## src/rtl/if_fetch_icache_pkg.sv

```systemverilog
// Shared constants and types for the instruction-fetch stage and its cache array.
// Memory-controller request encoding, fetch FSM states and instruction widths live here.
package if_fetch_icache_pkg;

  localparam int ADDR_W     = 32;
  localparam int INST_W     = 32;
  localparam int INST_BYTES = 4;

  localparam logic [2:0] LEN_WORD = 3'd4;
  localparam int         PORT_IF  = 0;
  localparam int         PORT_MEM = 1;

  typedef enum logic [1:0] {
    ST_RUN       = 2'd0,
    ST_MISS_REQ  = 2'd1,
    ST_MISS_WAIT = 2'd2
  } fetch_state_e;

  function automatic logic [ADDR_W-1:0] next_pc(input logic [ADDR_W-1:0] pc);
    return pc + ADDR_W'(INST_BYTES);
  endfunction

endpackage

```

## src/rtl/if_fetch_icache_array.sv

```systemverilog
// Direct-mapped instruction cache storage: one word per line, combinational read,
// synchronous fill, valid bits cleared asynchronously by reset.
module icache_dm_array
  import if_fetch_icache_pkg::*;
#(
  parameter int INDEX_BITS = 6,
  parameter int TAG_W      = ADDR_W - INDEX_BITS - 2
) (
  input  logic                  clk_in,
  input  logic                  rst_in,
  input  logic [INDEX_BITS-1:0] rd_idx,
  output logic                  rd_valid,
  output logic [TAG_W-1:0]      rd_tag,
  output logic [INST_W-1:0]     rd_data,
  input  logic                  wr_en,
  input  logic [INDEX_BITS-1:0] wr_idx,
  input  logic [TAG_W-1:0]      wr_tag,
  input  logic [INST_W-1:0]     wr_data
);

  localparam int LINES = 1 << INDEX_BITS;

  logic [LINES-1:0]  valid_q, valid_d;
  logic [TAG_W-1:0]  tag_q  [LINES];
  logic [INST_W-1:0] data_q [LINES];

  always_comb begin
    valid_d = valid_q;
    if (wr_en) valid_d[wr_idx] = 1'b1;
  end

  always_ff @(posedge clk_in or posedge rst_in) begin
    if (rst_in) valid_q <= '0;
    else        valid_q <= valid_d;
  end

  // Tag/data need no reset: a line is only trusted once its valid bit is set.
  always_ff @(posedge clk_in) begin
    if (wr_en) begin
      tag_q[wr_idx]  <= wr_tag;
      data_q[wr_idx] <= wr_data;
    end
  end

  assign rd_valid = valid_q[rd_idx];
  assign rd_tag   = tag_q[rd_idx];
  assign rd_data  = data_q[rd_idx];

endmodule

```

## src/rtl/if_fetch_icache.sv

```systemverilog
// Instruction-fetch stage: PC, direct-mapped icache lookup, single-word miss refill
// through controller port 0, and a valid/stall handshake towards decode.
module if_fetch_icache
  import if_fetch_icache_pkg::*;
#(
  parameter int          INDEX_BITS = 6,
  parameter logic [31:0] RESET_PC   = 32'h0000_0000
) (
  input  logic        clk_in,
  input  logic        rst_in,
  input  logic        rdy_in,
  input  logic        stall_in,
  input  logic        br_en,
  input  logic [31:0] br_target,
  output logic        inst_valid,
  output logic [31:0] inst,
  output logic [31:0] inst_pc,
  output logic        mc_re,
  output logic        mc_we,
  output logic [31:0] mc_addr,
  output logic [2:0]  mc_len,
  input  logic [31:0] mc_r_data,
  input  logic        mc_busy,
  input  logic        mc_done
);

  localparam int TAG_W = ADDR_W - INDEX_BITS - 2;

  fetch_state_e state_q, state_d;

  logic [31:0]           pc_q, pc_d;
  logic                  inst_valid_q, inst_valid_d;
  logic [31:0]           inst_q, inst_d;
  logic [31:0]           inst_pc_q, inst_pc_d;
  logic                  discard_q, discard_d;
  logic [INDEX_BITS-1:0] miss_idx_q, miss_idx_d;
  logic [TAG_W-1:0]      miss_tag_q, miss_tag_d;

  logic [INDEX_BITS-1:0] lu_idx;
  logic [TAG_W-1:0]      lu_tag;
  logic                  rd_valid;
  logic [TAG_W-1:0]      rd_tag;
  logic [INST_W-1:0]     rd_data;
  logic                  hit;
  logic                  slot_free;
  logic                  issue;
  logic                  fill;

  assign lu_idx    = pc_q[INDEX_BITS+1:2];
  assign lu_tag    = pc_q[31:INDEX_BITS+2];
  assign hit       = rd_valid && (rd_tag == lu_tag);
  assign slot_free = !inst_valid_q || !stall_in;

  icache_dm_array #(
    .INDEX_BITS (INDEX_BITS),
    .TAG_W      (TAG_W)
  ) u_array (
    .clk_in   (clk_in),
    .rst_in   (rst_in),
    .rd_idx   (lu_idx),
    .rd_valid (rd_valid),
    .rd_tag   (rd_tag),
    .rd_data  (rd_data),
    .wr_en    (fill),
    .wr_idx   (miss_idx_q),
    .wr_tag   (miss_tag_q),
    .wr_data  (mc_r_data)
  );

  // FSM state register; rdy_in=0 freezes everything.
  always_ff @(posedge clk_in or posedge rst_in) begin
    if (rst_in)      state_q <= ST_RUN;
    else if (rdy_in) state_q <= state_d;
  end

  always_comb begin
    state_d = state_q;
    case (state_q)
      ST_RUN:       if (!br_en && slot_free && !hit) state_d = ST_MISS_REQ;
      ST_MISS_REQ:  if (br_en) state_d = ST_RUN;
                    else if (!mc_busy) state_d = ST_MISS_WAIT;
      ST_MISS_WAIT: if (mc_done) state_d = ST_RUN;
      default:      state_d = ST_RUN;
    endcase
  end

  // A redirect in MISS_REQ suppresses the request that cycle, so nothing is left in flight.
  always_comb begin
    issue   = rdy_in && (state_q == ST_MISS_REQ) && !mc_busy && !br_en;
    fill    = rdy_in && (state_q == ST_MISS_WAIT) && mc_done;
    mc_re   = issue;
    mc_addr = issue ? pc_q : 32'h0;
    mc_we   = 1'b0;
    mc_len  = LEN_WORD;
  end

  always_comb begin
    pc_d         = pc_q;
    inst_valid_d = inst_valid_q;
    inst_d       = inst_q;
    inst_pc_d    = inst_pc_q;
    discard_d    = discard_q;
    miss_idx_d   = miss_idx_q;
    miss_tag_d   = miss_tag_q;
    if (br_en) begin
      inst_valid_d = 1'b0;
      pc_d         = br_target;
      // An in-flight refill still lands in the cache, but its word must not reach decode.
      discard_d    = (state_q == ST_MISS_WAIT) && !mc_done;
    end else begin
      case (state_q)
        ST_RUN: begin
          if (slot_free) begin
            if (hit) begin
              inst_valid_d = 1'b1;
              inst_d       = rd_data;
              inst_pc_d    = pc_q;
              pc_d         = next_pc(pc_q);
            end else begin
              inst_valid_d = 1'b0;
            end
          end
        end
        ST_MISS_REQ: begin
          if (issue) begin
            miss_idx_d = lu_idx;
            miss_tag_d = lu_tag;
          end
        end
        ST_MISS_WAIT: begin
          if (mc_done) begin
            if (discard_q) begin
              discard_d = 1'b0;
            end else begin
              inst_valid_d = 1'b1;
              inst_d       = mc_r_data;
              inst_pc_d    = pc_q;
              pc_d         = next_pc(pc_q);
            end
          end
        end
        default: ;
      endcase
    end
  end

  always_ff @(posedge clk_in or posedge rst_in) begin
    if (rst_in) begin
      pc_q         <= RESET_PC;
      inst_valid_q <= 1'b0;
      inst_q       <= 32'h0;
      inst_pc_q    <= 32'h0;
      discard_q    <= 1'b0;
      miss_idx_q   <= '0;
      miss_tag_q   <= '0;
    end else if (rdy_in) begin
      pc_q         <= pc_d;
      inst_valid_q <= inst_valid_d;
      inst_q       <= inst_d;
      inst_pc_q    <= inst_pc_d;
      discard_q    <= discard_d;
      miss_idx_q   <= miss_idx_d;
      miss_tag_q   <= miss_tag_d;
    end
  end

  assign inst_valid = inst_valid_q;
  assign inst       = inst_q;
  assign inst_pc    = inst_pc_q;

endmodule
```

## config.mk

```make
export PLATFORM = sky130hd
export DESIGN_NAME = if_fetch_icache
export DESIGN_NICKNAME = d
export VERILOG_FILES = /design/src/rtl/if_fetch_icache_pkg.sv /design/src/rtl/if_fetch_icache_array.sv /design/src/rtl/if_fetch_icache.sv
export SDC_FILE = /design/constraint.sdc
export NUM_CORES = 2
export LEC_CHECK = 0
export ABC_CLOCK_PERIOD_IN_PS = 20700
export BUFFER_PORTS_ARGS = -buffer_cell sky130_fd_sc_hd__clkbuf_2
export CORE_ASPECT_RATIO = 0.9
export CORE_MARGIN = 2
export CORE_UTILIZATION = 60
export CTS_BUF_LIST = sky130_fd_sc_hd__clkbuf_4
export DETAILED_ROUTE_END_ITERATION = 8
export PLACE_DENSITY = 0.77
export SETUP_SLACK_MARGIN = 0.1
export SYNTH_ARGS = -nofsm -noshare
export SYNTH_HDL_FRONTEND = slang
export SYNTH_SLANG_ARGS = --single-unit
```

## constraint.sdc

```tcl
create_clock -name clk_in -period 20.7 [get_ports clk_in]
set_clock_uncertainty 0.2 [all_clocks]
set_input_delay 4.14 -clock clk_in [delete_from_list [all_inputs] [get_ports clk_in]]
set_output_delay 4.14 -clock clk_in [all_outputs]
set_load 0.02 [all_outputs]
```

After elaboration in Yosys (flattened, before gate mapping). Memory sizes are Yosys's and may differ from the RTL's. Cells that the tools add are included.

Register bits after elaboration: 194. RAM bits: 3584. Word-level logic and storage cells: 95. Bits of input ports: 71. Memories kept: 2.

Reductions and logical operators: 28. Equality and inequality tests: 13. Add/sub/neg operators: 1. Bitwise logic cells: 2. Muxes and demuxes: 37. Order comparisons: 3.

Memory list: u_array.data_q (depth 64, width 32, read ports 1, clocked after memory_dff 0, write ports 1, line if_fetch_icache_array.sv:25) `logic [INST_W-1:0] data_q [LINES];`; u_array.tag_q (depth 64, width 24, read ports 1, clocked after memory_dff 0, write ports 1, line if_fetch_icache_array.sv:24) `logic [TAG_W-1:0] tag_q [LINES];`.

Operators with widths (number): $mux 32 (14); $pmux 32 s2 (3); $or 64x64->64 (1); $add 32x3->32 const B (1); $eq 24x24->1 (1); $ne 3x3->1 const B (5); $lt 6x7->1 const B (2); $mux 1 (12); $logic_and 1x1->1 (10); $ne 2x2->1 const B (5); $mux 2 (4); $reduce_and 4->1 (2); $reduce_and 7->1 (1); $bmux 1 s6 (1); $demux 1 s6 (1); $ge 6x1->1 const B (1); $logic_not 1->1 (6); $pmux 2 s3 (1); $reduce_and 6->1 (1); $reduce_bool 2->1 (3); $reduce_and 5->1 (1); $reduce_and 3->1 (1); $reduce_bool 3->1 (1); $eq 2x1->1 const B (1); 5 further kinds (5).

Logic depth before layout (Yosys ltp).
Depth after elaboration: 7. Mapped depth: 19.

Cells and area by module. Synthesis repeated with hierarchy kept, for this count alone.

Cells, all modules: 6638. Area, all modules: 144894.0 µm².

By module, submodules not included: icache_dm_array (sequential area each 109224.8 µm², instances 1, area an instance 138308.9 µm², cells each 5961); if_fetch_icache (sequential area each 3253.1 µm², instances 1, area an instance 6585.1 µm², cells each 677).

Worst setup path before layout. No wires, ideal clock.

Kind: input port to output port. Start point: input rdy_in. End point: output mc_addr[0]. Buffers on the path: 3. Slack: 10497 ps. Required time: 16360 ps. Stages: 6. Arrival time: 5863 ps. Cell sequence: clkbuf_1 nand2_1 nor3_1 clkbuf_1 clkbuf_1 and2_1.

Cells in the longest elaborated chain, start to end: 4.

RTL lines: start: declaration (line if_fetch_icache.sv:11) `input logic rdy_in,`; $logic_and 1x1->1 (3 in a row) (line if_fetch_icache.sv:89) `issue = rdy_in && (state_q == ST_MISS_REQ) && !mc_busy && !br_en;`; via mc_re (line if_fetch_icache.sv:18) `output logic mc_re,`; $mux 32 (line if_fetch_icache.sv:92) `mc_addr = issue ? pc_q : 32'h0;`; end: declaration (line if_fetch_icache.sv:20) `output logic [31:0] mc_addr,`.

The timed path passes the listed nets, and every way through them passes these cells.

Worst setup path after layout.
Start point: input rdy_in. End point: output mc_addr[14].

Cells in the longest elaborated chain, start to end: 4.

RTL lines (line): $logic_and 1x1->1 (3 in a row) (if_fetch_icache.sv:89); $mux 32 (if_fetch_icache.sv:92).

No other way between the ends.

==> results.sh <==
export IMPL_worst_path_max_fanout=24
export IMPL_numPlacedInstances=9683
export IMPL_cts_tree="built"
export IMPL_postRouteWirelength_um=398600
export IMPL_syn2layout_area_growth_pct=11.19
export IMPL_synth_seq_area_share=0.7676
export IMPL_worst_pin_slew_ps=1320
export IMPL_crit_path_top_delay_cell="sky130_fd_sc_hd__buf_4"
export IMPL_maxCapViolations=0
export IMPL_post_synth_instance_area_um2=146500
export IMPL_final_layout_setup_total_negative_slack_ps=0
export IMPL_synth_area_leader_cell="sky130_fd_sc_hd__edfxtp_1"
export IMPL_detail_route_first_pass_iterations=8
export IMPL_design_portCount=173
export IMPL_maxSlewViolCount=0
export IMPL_finalNonFillerCells=11239
export IMPL_cts_hold_buf=0
export IMPL_synth_ff_latch_count=3778
export IMPL_critical_path_start_type="primary input"
export IMPL_coreArea_um2=243400
export IMPL_p_per_area_nw_per_um2=116.0
export IMPL_max_clock_path_buffers=4
export IMPL_number_of_global_route_vias_before_repair=77435
export IMPL_critical_path_cell_chain="clkbuf_2, nand2_1, buf_4, nor3_2, buf_4, and2_1, clkbuf_2"
export IMPL_r2r_setup_slack_ps=12700
export IMPL_synth_top_area_share=0.7345
export IMPL_ir_drop_worst_vdd_mv=0.09562
export IMPL_critical_path_n_buffers_inverters=4
export IMPL_clk_insertion_delay_late_ps=1460
export IMPL_num_vias=77530
export IMPL_async_reset_ff_frac=0.05135
export IMPL_root_buffer="sky130_fd_sc_hd__clkbuf_4"
export IMPL_clk_pin_slew_ps=70
export IMPL_required_ps=16360
export IMPL_total_leakage_power_nw=54.17
export IMPL_cts_buffers_inserted=874
export IMPL_synth_most_common_cell="sky130_fd_sc_hd__edfxtp_1"
export IMPL_synthDistinctLibCells=90
export IMPL_gp_congestion=0.9051
export IMPL_die_area_um2=248200
export IMPL_reg2regPathDepth=13
export IMPL_fmax_mhz=94.45
export IMPL_viasPerCell=6.898
export IMPL_cts_repair_resizes=0
export IMPL_grt_pass1_wl_um=561600
export IMPL_syn_instance_count=6423
export IMPL_ys_flop_type="sky130_fd_sc_hd__edfxtp_1"
export IMPL_htreeDepth=6
export IMPL_place_detailed_hpwl_um=214800
export IMPL_setup_worst_path_end_class="primary output"
export IMPL_grt_overflow_total=0
export IMPL_critical_path_depth=7
export IMPL_groute_usage_overall=0.3220
export IMPL_yosysWarnings=0
export IMPL_drt_initial_drc_count=13876
export IMPL_antenna_found_initial=14
export IMPL_starting_density_of_the_core=0.6020
export IMPL_floorplan_rows=172
export IMPL_critical_path_top_delay_family="buffers and inverters"
export IMPL_finish_net_count=7412
export IMPL_outcome="finished, final reports clean"
export IMPL_utilization=0.6693
export IMPL_synth_top_cells_by_count="sky130_fd_sc_hd__edfxtp_1 (3584), sky130_fd_sc_hd__mux4_2 (1020), sky130_fd_sc_hd__dfrtp_1 (194)"
export IMPL_timing_setup_critical_path_class="primary input to primary output"
export IMPL_min_period_over_period=0.5115
export IMPL_numPortBuffers=168
export IMPL_critical_path_arrival_ps=6250
export IMPL_die_height_um=472.8
export IMPL_postCtsSetupRepairBufs=0
export IMPL_synth_edff_count=3584
export IMPL_drc=0
export IMPL_hold_path_class="flip-flop to flip-flop"
export IMPL_grt_setup_unrepaired="false"
export IMPL_min_path_cells=1
export IMPL_hold_violations=0
export IMPL_drive_gt1_frac=0.3893
export IMPL_route_detailed_wl_per_inst_um=35.46
export IMPL_power_mw=18.89
export IMPL_synth_area_top_cells="sky130_fd_sc_hd__edfxtp_1 (73%), sky130_fd_sc_hd__mux4_2 (16%), sky130_fd_sc_hd__dfrtp_1 (3.3%), sky130_fd_sc_hd__mux2_2 (1.2%), sky130_fd_sc_hd__mux2i_1 (1.0%)"
export IMPL_ant_nets=0
export IMPL_report_final_setup_viol=0
export IMPL_numClockSinks=3778
export IMPL_syn_avg_cell_area_um2=22.81
export IMPL_timing_critical_path_slowest_cell_delay_ps=520
export IMPL_relSlewSlack=0.1157
export IMPL_fin_crit_ps=10590
export IMPL_die_x_um=524.9
export IMPL_maximum_number_of_pins_on_one_net_before_global_route_repair=148
## path summary, 6_finish.rpt
path	startpoint	end
worst max-delay path	rdy_in	mc_addr[14]
worst min-delay path	u_array.valid_q[41]	u_array.valid_q[41]
worst max register to register	pc_q[3]	pc_q[22]
worst min register to register	u_array.valid_q[41]	u_array.valid_q[41]
max in group asynchronous	rst_in	inst[24]
min in group asynchronous	rst_in	pc_q[29]
## cell families after synthesis
kind of cell | Yosys count | synth area share
and+or+nand+nor | 534 | 0.01902
buffers and inverters | 396 | 0.01456
DFF | 3778 | 0.7676
other | 2 | 0.00005125
adders and majority gates | 1 | 0.00008538
muxes | 1324 | 0.1789
xor gates and xnor gates | 15 | 0.0008966
AOI/OAI and AO/OA | 373 | 0.01890
## per-layer routing
| metal | part of all wire | vias to the layer above | global-route usage |
|---|---|---|---|
| met5 | 0.00020 | - | 0 |
| met4 | 0.036 | 12 | 0.1152 |
| met2 | 0.47 | 6784 | 0.4907 |
| met3 | 0.15 | 867 | 0.09227 |
| met1 | 0.35 | 40102 | 0.4527 |
| li1 | - | 29765 | - |
## cell type report
class,instances,area [um^2]
inverters,32,137.6
well taps,3219,4028
repair buffers,403,2730
multi-input cells,2251,32460
flip-flops and latches,3778,112500
clock buffers,1271,9542
diodes,14,35.03
fillers,14849,80480
clock inverters,271,1490
## placed cells by master (no fill, tap or decap), types with 14 or more instances in the layout
cell type,synthesis,routed
sky130_fd_sc_hd__mux4_2,1020,1020
sky130_fd_sc_hd__clkinv_2,0,23
sky130_fd_sc_hd__o22ai_1,22,22
sky130_fd_sc_hd__dfrtp_1,194,188
sky130_fd_sc_hd__o21ai_0,45,45
sky130_fd_sc_hd__buf_4,42,225
sky130_fd_sc_hd__nor3_1,31,30
sky130_fd_sc_hd__nand4_1,15,15
sky130_fd_sc_hd__or2_2,66,66
sky130_fd_sc_hd__diode_2,0,14
sky130_fd_sc_hd__nor2_4,0,65
sky130_fd_sc_hd__clkbuf_4,0,1271
sky130_fd_sc_hd__nand3_1,40,40
sky130_fd_sc_hd__o221ai_1,14,14
sky130_fd_sc_hd__nand2_1,117,116
sky130_fd_sc_hd__a31oi_1,16,16
sky130_fd_sc_hd__edfxtp_1,3584,3584
sky130_fd_sc_hd__clkbuf_2,1,168
sky130_fd_sc_hd__clkinv_1,2,194
sky130_fd_sc_hd__nor2_1,115,47
sky130_fd_sc_hd__nor2b_1,21,18
sky130_fd_sc_hd__a221oi_1,17,17
sky130_fd_sc_hd__a22oi_1,76,76
sky130_fd_sc_hd__a21oi_1,64,64
sky130_fd_sc_hd__o221ai_2,18,18
sky130_fd_sc_hd__mux2_2,153,153
sky130_fd_sc_hd__and2_1,23,24
sky130_fd_sc_hd__mux2i_1,150,150
sky130_fd_sc_hd__inv_1,28,26
sky130_fd_sc_hd__nor4_1,36,36
## registers in the layout, indices dropped and copies added, names as in the netlist
signal / flops
discard_q: 1
inst: 32
inst_pc: 32
inst_valid: 1
miss_idx_q: 6
miss_tag_q: 24
pc_q: 32
state_q: 2
u_array.data_q: 2048
u_array.tag_q: 1536
u_array.valid_q: 64
## metrics by stage
step | setup slack (ps) | hold slack, ps | area (um^2)
global route | 10140 | 269.5 | 162900
finish | 10110 | 265.5 | 162900
floorplan | 10500 | 233.7 | 146500
global placement | 10250 | 246.9 | 151800
CTS | 10260 | 263.2 | 162900
detailed placement | 10270 | 247.7 | 151800
## power by group
| part | leakage [nW] | switching [mW] | internal [mW] | total (mW) |
|---|---|---|---|---|
| logic | 13.0 | 2.40 | 1.59 | 3.98 |
| clock network | 6.53 | 2.91 | 2.95 | 5.86 |
| registers | 34.6 | 0.162 | 8.89 | 9.05 |
| total | 54.2 | 5.47 | 13.4 | 18.9 |
Power figures use the tool's default switching activity.
